==> src/rtl/obi_pkg.sv <==
// obi_pkg: shared types and arbitration-mode constants for the OBI arbiter
package obi_pkg;
    typedef logic master_id_t;
    localparam master_id_t M_INSTR = 1'b0;
    localparam master_id_t M_DATA = 1'b1;
    localparam int ARB_FIXED = 0;
    localparam int ARB_RR = 1;
endpackage

==> src/rtl/obi_id_fifo.sv <==
// obi_id_fifo: synchronous FIFO holding the master IDs of in-flight transactions
module obi_id_fifo #(
    parameter int WIDTH = 1,
    parameter int DEPTH = 2,
    localparam int CW = $clog2(DEPTH + 1),
    localparam int PW = (DEPTH > 1) ? $clog2(DEPTH) : 1
) (
    input  logic             clk,
    input  logic             rst,
    input  logic             i_push,
    input  logic             i_pop,
    input  logic [WIDTH-1:0] i_din,
    output logic [WIDTH-1:0] o_head,
    output logic             o_full,
    output logic             o_empty,
    output logic [CW-1:0]    o_count
);
    localparam logic [PW-1:0] LAST = PW'(DEPTH - 1);
    logic [WIDTH-1:0] r_mem [DEPTH];
    logic [PW-1:0] r_wptr, r_rptr;
    logic [CW-1:0] r_count;
    always_ff @(posedge clk) begin
        if (rst) begin
            r_wptr <= '0;
            r_rptr <= '0;
            r_count <= '0;
        end else begin
            if (i_push) begin
                r_mem[r_wptr] <= i_din;
                r_wptr <= (r_wptr == LAST) ? '0 : r_wptr + 1'b1;
            end
            if (i_pop) r_rptr <= (r_rptr == LAST) ? '0 : r_rptr + 1'b1;
            r_count <= r_count + CW'(i_push) - CW'(i_pop);
        end
    end
    assign o_head = r_mem[r_rptr];
    assign o_full = (r_count == CW'(DEPTH));
    assign o_empty = (r_count == '0);
    assign o_count = r_count;
endmodule

==> src/rtl/obi_bus_arbiter.sv <==
// obi_bus_arbiter: shares one OBI slave port between the instruction and data masters,
// routing in-order responses back to the issuing master
module obi_bus_arbiter import obi_pkg::*; #(
    parameter int ADDR_W = 32,
    parameter int DATA_W = 32,
    parameter int MAX_OUTSTANDING = 2,
    parameter int RR_MODE = ARB_RR,
    localparam int BE_W = DATA_W / 8,
    localparam int CW = $clog2(MAX_OUTSTANDING + 1)
) (
    input  logic              clk,
    input  logic              rst,
    input  logic              i_m0_req,
    output logic              o_m0_gnt,
    input  logic [ADDR_W-1:0] i_m0_addr,
    input  logic              i_m0_we,
    input  logic [BE_W-1:0]   i_m0_be,
    input  logic [DATA_W-1:0] i_m0_wdata,
    output logic              o_m0_rvalid,
    output logic [DATA_W-1:0] o_m0_rdata,
    output logic              o_m0_err,
    input  logic              i_m1_req,
    output logic              o_m1_gnt,
    input  logic [ADDR_W-1:0] i_m1_addr,
    input  logic              i_m1_we,
    input  logic [BE_W-1:0]   i_m1_be,
    input  logic [DATA_W-1:0] i_m1_wdata,
    output logic              o_m1_rvalid,
    output logic [DATA_W-1:0] o_m1_rdata,
    output logic              o_m1_err,
    output logic              o_s_req,
    input  logic              i_s_gnt,
    output logic [ADDR_W-1:0] o_s_addr,
    output logic              o_s_we,
    output logic [BE_W-1:0]   o_s_be,
    output logic [DATA_W-1:0] o_s_wdata,
    input  logic              i_s_rvalid,
    input  logic [DATA_W-1:0] i_s_rdata,
    input  logic              i_s_err,
    output logic              o_proto_err
);
    master_id_t w_sel, w_head, r_lock_id, r_rr;
    logic r_locked, r_proto_err, w_sel_req, w_hs, w_rsp, w_full, w_empty;
    logic [CW-1:0] w_count;
    // A stalled request keeps its master until the slave accepts it
    assign w_sel = r_locked ? r_lock_id :
                   (i_m0_req && i_m1_req) ? ((RR_MODE == ARB_RR) ? r_rr : M_DATA) :
                   (i_m1_req ? M_DATA : M_INSTR);
    assign w_sel_req = (w_sel == M_DATA) ? i_m1_req : i_m0_req;
    assign o_s_req = w_sel_req & ~w_full;
    assign o_s_addr = (w_sel == M_DATA) ? i_m1_addr : i_m0_addr;
    assign o_s_we = (w_sel == M_DATA) ? i_m1_we : i_m0_we;
    assign o_s_be = (w_sel == M_DATA) ? i_m1_be : i_m0_be;
    assign o_s_wdata = (w_sel == M_DATA) ? i_m1_wdata : i_m0_wdata;
    assign w_hs = o_s_req & i_s_gnt;
    assign o_m0_gnt = w_hs & (w_sel == M_INSTR);
    assign o_m1_gnt = w_hs & (w_sel == M_DATA);
    assign w_rsp = i_s_rvalid & ~w_empty;
    assign o_m0_rvalid = w_rsp & (w_head == M_INSTR);
    assign o_m1_rvalid = w_rsp & (w_head == M_DATA);
    assign o_m0_err = o_m0_rvalid & i_s_err;
    assign o_m1_err = o_m1_rvalid & i_s_err;
    assign o_m0_rdata = i_s_rdata;
    assign o_m1_rdata = i_s_rdata;
    assign o_proto_err = r_proto_err;
    obi_id_fifo #(.WIDTH(1), .DEPTH(MAX_OUTSTANDING)) u_ids (
        .clk(clk),
        .rst(rst),
        .i_push(w_hs),
        .i_pop(w_rsp),
        .i_din(w_sel),
        .o_head(w_head),
        .o_full(w_full),
        .o_empty(w_empty),
        .o_count(w_count)
    );
    always_ff @(posedge clk) begin
        if (rst) begin
            r_locked <= 1'b0;
            r_lock_id <= M_INSTR;
            r_rr <= M_INSTR;
            r_proto_err <= 1'b0;
        end else begin
            r_locked <= o_s_req & ~i_s_gnt;
            r_lock_id <= w_sel;
            if (w_hs) r_rr <= (w_sel == M_DATA) ? M_INSTR : M_DATA;
            if (i_s_rvalid && w_count == '0) r_proto_err <= 1'b1;
        end
    end
endmodule
==> config.mk <==
export PLATFORM = sky130hd
export DESIGN_NAME = obi_bus_arbiter
export DESIGN_NICKNAME = d
export VERILOG_FILES = /design/src/rtl/obi_pkg.sv /design/src/rtl/obi_id_fifo.sv /design/src/rtl/obi_bus_arbiter.sv
export SDC_FILE = /design/constraint.sdc
export NUM_CORES = 1
export LEC_CHECK = 0
export CORE_AREA = 5 5 119 121
export DETAILED_ROUTE_END_ITERATION = 16
export DIE_AREA = 0 0 124 126
export GPL_ROUTABILITY_DRIVEN = 0
export PLACE_DENSITY = 0.67
export SYNTH_ARGS = -nofsm -noshare
export SYNTH_HDL_FRONTEND = slang
export SYNTH_HIERARCHICAL = 1
export SYNTH_SLANG_ARGS = --single-unit
==> constraint.sdc <==
create_clock -name clk -period 1.5 [get_ports clk]
set_clock_uncertainty 0.1 [all_clocks]
set_input_delay 0.15 -clock clk [delete_from_list [all_inputs] [get_ports clk]]
set_output_delay 0.15 -clock clk [all_outputs]
set_load 0.03 [all_outputs]
==> report_table.html <==
<table>
<tr><th>Metric</th><th>Value</th></tr>
<tr><th colspan="2">STA</th></tr>
<tr><td>Worst Max-Slew Pin Slew</td><td>0.309 ns</td></tr>
<tr><td>Number of endpoints with negative hold slack in the final report</td><td>0</td></tr>
<tr><td>Relative slew slack</td><td>79.3%</td></tr>
<tr><td>Total Neg Setup Slack</td><td>-30.29 ns</td></tr>
<tr><td>Achievable clock frequency</td><td>~510 MHz</td></tr>
<tr><td>Final setup viols</td><td>between 70 and 80</td></tr>
<tr><td>Time the worst path needs with I/O delays and setup</td><td>a little under 2 ns</td></tr>
<tr><td>Number of pins exceeding their max-slew limit in the final report</td><td>0</td></tr>
<tr><td>RSZ-0062 raised after global routing</td><td>yes</td></tr>
<tr><td>Period utilization</td><td>131%</td></tr>
<tr><td>Post-layout worst setup margin</td><td>-0.472 ns</td></tr>
<tr><th colspan="2">Pwr</th></tr>
<tr><td>Proportion of power drawn by flip-flops and latches</td><td>a little under an eighth</td></tr>
<tr><td>Total power density per cell area</td><td>a little under 800 nW/um^2</td></tr>
<tr><td>Comb power frac</td><td>approximately three quarters</td></tr>
<tr><td>Peak supply drop</td><td>about 0.9 mV</td></tr>
<tr><td>Clock power frac</td><td>12.5%</td></tr>
<tr><td>Total Power</td><td>roughly 3800 uW</td></tr>
<tr><td>Switching power summed over all nets</td><td>~1400 uW</td></tr>
<tr><td>Cell-internal power</td><td>roughly 2400 uW</td></tr>
<tr><td>Proportion of total power due to net switching</td><td>~37%</td></tr>
<tr><td>Leakage component of the power</td><td>0.00213 uW</td></tr>
<tr><th colspan="2">Clock network</th></tr>
<tr><td>Number of sinks on the clock net</td><td>11</td></tr>
<tr><td>Clock tree from TritonCTS</td><td>done</td></tr>
<tr><td>Number of hold buffers added after cts</td><td>0</td></tr>
<tr><td>CTS H-tree lvls</td><td>1</td></tr>
<tr><td>Root Buffer</td><td>sky130_fd_sc_hd__clkbuf_16</td></tr>
<tr><td>Number of clock buffers inserted by TritonCTS</td><td>3</td></tr>
<tr><td>Number of buffers on the longest clock path</td><td>2</td></tr>
<tr><td>Clock-pin slew on the worst setup and hold paths</td><td>0.04 ns</td></tr>
<tr><td>Insertion delay to the later sink of the worst-skew pair</td><td>approximately 0.23 ns</td></tr>
<tr><th colspan="2">Hold path</th></tr>
<tr><td>Hold WC Path Type</td><td>in2out</td></tr>
<tr><th colspan="2">Setup path</th></tr>
<tr><td>Worst setup path startpoint</td><td>r_locked$_SDFF_PP0_</td></tr>
<tr><td>Reg-to-reg endpoint</td><td>u_ids/r_mem[0]$_DFFE_PP_</td></tr>
<tr><td>Data arrival time of the critical path</td><td>around 1.7 ns</td></tr>
<tr><td>Length in cells of the worst reg-to-reg path</td><td>6</td></tr>
<tr><td>Beginning of the worst register-to-register path</td><td>r_lock_id$_SDFF_PP0_</td></tr>
<tr><td>Worst setup path end</td><td>o_s_addr[22]</td></tr>
<tr><td>Largest fanout on the critical path</td><td>6</td></tr>
<tr><td>Required time of the worst setup path</td><td>around 1.3 ns</td></tr>
<tr><td>Worst-case register-to-register setup slack</td><td>-0.27 ns</td></tr>
<tr><td>Category of the worst setup path launch point</td><td>register</td></tr>
<tr><td>Setup CP Type</td><td>reg2out</td></tr>
<tr><td>Kind of end point of the critical path</td><td>output port</td></tr>
<tr><th colspan="2">Yosys</th></tr>
<tr><td>Cell area after synthesis</td><td>1880 um^2</td></tr>
<tr><td>Cells after synthesis</td><td>between 150 and 200</td></tr>
<tr><td>Post-synth cell types</td><td>23</td></tr>
<tr><td>Cell type contributing the most total cell area after synthesis</td><td>sky130_fd_sc_hd__mux2_2</td></tr>
<tr><td>Sequential-to-total area share from yosys stat</td><td>about 13%</td></tr>
<tr><td>Share of Yosys cell area claimed by the top area cell type</td><td>41.9%</td></tr>
<tr><td>Asr flop ratio synth</td><td>0%</td></tr>
<tr><td>Nets in the synthesized netlist</td><td>375</td></tr>
<tr><td>Cells taking the most area after synthesis</td><td>sky130_fd_sc_hd__mux2_2 42%, sky130_fd_sc_hd__buf_4 26%, sky130_fd_sc_hd__dfxtp_1 9.6%</td></tr>
<tr><td>Synthesized area per cell</td><td>around 9.6 um^2</td></tr>
<tr><td>Leading cell type by number of instances after synthesis</td><td>sky130_fd_sc_hd__mux2_2</td></tr>
<tr><td>Number of enable flip-flop cells after synthesis</td><td>2</td></tr>
<tr><td>Warnings from Yosys</td><td>6</td></tr>
<tr><td>Most used standard cells in the synthesized netlist</td><td>70 x sky130_fd_sc_hd__mux2_2, 64 x sky130_fd_sc_hd__buf_4, 9 x sky130_fd_sc_hd__dfxtp_1, 9 x sky130_fd_sc_hd__nor2_1, 7 x sky130_fd_sc_hd__buf_6</td></tr>
<tr><td>Post-synthesis register bit count</td><td>11</td></tr>
<tr><td>Top flip-flop cell by instance count after synthesis</td><td>sky130_fd_sc_hd__dfxtp_1</td></tr>
<tr><th colspan="2">Layout</th></tr>
<tr><td>Synth-to-Final Area Change</td><td>156%</td></tr>
<tr><td>Share of final-layout standard cells stronger than drive strength 1</td><td>between 50% and 60%</td></tr>
<tr><td>Number of antenna diodes</td><td>0</td></tr>
<tr><td>Net count reported at finish</td><td>566</td></tr>
<tr><td>Total area of multi-input combinational cells</td><td>approximately 1500 um^2</td></tr>
<tr><td>Count of filler cells inserted in the layout</td><td>approximately 1300</td></tr>
<tr><td>Storage element area</td><td>~250 um^2</td></tr>
<tr><th colspan="2">Floorplanning</th></tr>
<tr><td>Core Area</td><td>around 13000 um^2</td></tr>
<tr><td>Die outline width</td><td>roughly 120 um</td></tr>
<tr><td>Die ar.</td><td>about 16000 um^2</td></tr>
<tr><td>Effective utilization at floorplan</td><td>14.5%</td></tr>
<tr><td>IO Count</td><td>approximately 320</td></tr>
<tr><td>Row count</td><td>42</td></tr>
<tr><td>Die span in y</td><td>between 100 and 150 um</td></tr>
<tr><th colspan="2">Route</th></tr>
<tr><td>Number of iterations in the first detailed-routing pass</td><td>4</td></tr>
<tr><td>Number of violations reported at the end of detailed-routing iteration 0</td><td>49</td></tr>
<tr><td>Via-to-Cell Ratio</td><td>approximately 3.8</td></tr>
<tr><td>Sum of routed wire length over all layers</td><td>roughly 10 mm</td></tr>
<tr><td>Antenna viol nets, final</td><td>0</td></tr>
<tr><td>Final routed DRC violation total</td><td>0</td></tr>
<tr><td>Via count</td><td>2142</td></tr>
<tr><td>Routed length per placed instance</td><td>17.4 um</td></tr>
<tr><th colspan="2">GRT</th></tr>
<tr><td>GR Util All Layers</td><td>11.3%</td></tr>
<tr><td>Vias in the first global route</td><td>2361</td></tr>
<tr><td>Global-route congestion overflow total</td><td>0</td></tr>
<tr><td>Antenna violations before repair</td><td>0</td></tr>
<tr><td>Maximum number of pins on one net before global-route repair</td><td>15</td></tr>
<tr><td>First-pass GRT wire length</td><td>around 14 mm</td></tr>
<tr><th colspan="2">Status</th></tr>
<tr><td>Failing checks</td><td>setup timing</td></tr>
<tr><td>Run status</td><td>finished, violations left</td></tr>
<tr><th colspan="2">Run</th></tr>
<tr><td>Max-capacitance violation count</td><td>0</td></tr>
<tr><th colspan="2">Placement</th></tr>
<tr><td>Pre-CTS WS</td><td>-0.914 ns</td></tr>
<tr><td>Estimated wirelength of the detail-placed design</td><td>a little under 8 mm</td></tr>
<tr><td>Buffers added on ports</td><td>roughly 220</td></tr>
</table>
## worst min path at each step
stage,start,endpoint,cells past startpoint
after global placement,i_s_rdata[31],o_m0_rdata[31],0
final,i_s_rdata[21],o_m0_rdata[21],0
after CTS,i_s_rdata[31],o_m0_rdata[31],0
after global routing,i_s_rdata[21],o_m0_rdata[21],0
after detailed placement,i_s_rdata[31],o_m0_rdata[31],0
after floorplan,rst,r_rr$_SDFFE_PP0P_,1
## placed cells by master (no fill, tap or decap), types with 2 or more instances in the layout
cell                              instances
sky130_fd_sc_hd__inv_1                    4
sky130_fd_sc_hd__buf_12                   7
sky130_fd_sc_hd__mux2_4                  70
sky130_fd_sc_hd__and3_4                   2
sky130_fd_sc_hd__buf_16                   5
sky130_fd_sc_hd__clkbuf_16                3
sky130_fd_sc_hd__nor2b_4                  3
sky130_fd_sc_hd__nand2b_4                 2
sky130_fd_sc_hd__nor2_1                   7
sky130_fd_sc_hd__buf_6                   78
sky130_fd_sc_hd__dfxtp_4                  3
sky130_fd_sc_hd__dfxtp_1                  5
sky130_fd_sc_hd__edfxtp_1                 2
sky130_fd_sc_hd__nor2b_1                  2
sky130_fd_sc_hd__dlygate4sd2_1            3
sky130_fd_sc_hd__buf_4                   19
sky130_fd_sc_hd__clkdlybuf4s50_1        142
sky130_fd_sc_hd__buf_8                    3
## logic make-up after synthesis
logic type | after synthesis | synth area share [%]
simple gates | 29 | 8.65
fa+ha+maj | 2 | 1.33
compound gates | 6 | 2.60
xor+xnor | 3 | 2.13
flops | 11 | 12.8
buf+inv | 75 | 30.6
mux | 70 | 41.9
## power by group through the flow
| stage | logic, uW | clock network (uW) | registers, uW |
|---|---|---|---|
| floorplan | 1640 | 0 | 426 |
| global placement | 2300 | 0 | 416 |
| detailed placement | 2340 | 0 | 423 |
| CTS | 2880 | 494 | 433 |
| global route | 3050 | 504 | 462 |
| finish | 2890 | 478 | 452 |
## critical path, stage by stage, from the launching register on
cell	delay (ns)
sky130_fd_sc_hd__dfxtp_2	0.32
sky130_fd_sc_hd__nand2b_4	0.14
sky130_fd_sc_hd__o21ai_4	0.15
sky130_fd_sc_hd__buf_6	0.15
sky130_fd_sc_hd__buf_12	0.14
sky130_fd_sc_hd__buf_12	0.12
sky130_fd_sc_hd__mux2_4	0.32
sky130_fd_sc_hd__buf_6	0.14
## sequential cells by signal (all words and copies together) (netlist names), named ones only
| signal | flops |
|---|---|
| u_ids/r_wptr | 1 |
| r_locked | 1 |
| o_proto_err | 1 |
| u_ids/o_count | 2 |
| r_rr | 1 |
| u_ids/r_mem | 2 |
| r_lock_id | 1 |
| u_ids/r_rptr | 1 |
## what timing repair did
item,in CTS,in global routing
resized for setup,366,17
pin swaps,7,4
setup buffers,16,2
setup endpoints to repair,79,85
gates cloned,6,0
## metrics by stage
stage	cells	utilization, %	hold WS, ns	area [um^2]
finish	562	37.1	0.200	4820
detailed placement	537	31.2	0.200	4050
CTS	562	36.9	0.200	4790
global route	562	37.1	0.200	4820
global placement	537	31.2	0.200	4050
floorplan	196	-	0.119	2130
## final cells by class
class | instances | area share [%]
tap | 176 | 4.57
clock buffer | 4 | 1.64
timing repair buffer | 257 | 57.9
sequential | 11 | 5.25
inverter | 4 | 0.312
multi-input combinational | 110 | 30.3
## per-layer routing
layer	part of all wire, %	routed length [um]	GRT usage [%]	up-vias
met5	0	0	0	-
met3	15	1470	4.98	4
met2	48	4660	20.2	159
li1	-	-	-	987
met1	37	3630	12.8	992
met4	0.31	30	1.16	0
Note: power is estimated with default switching activity, not from simulation.
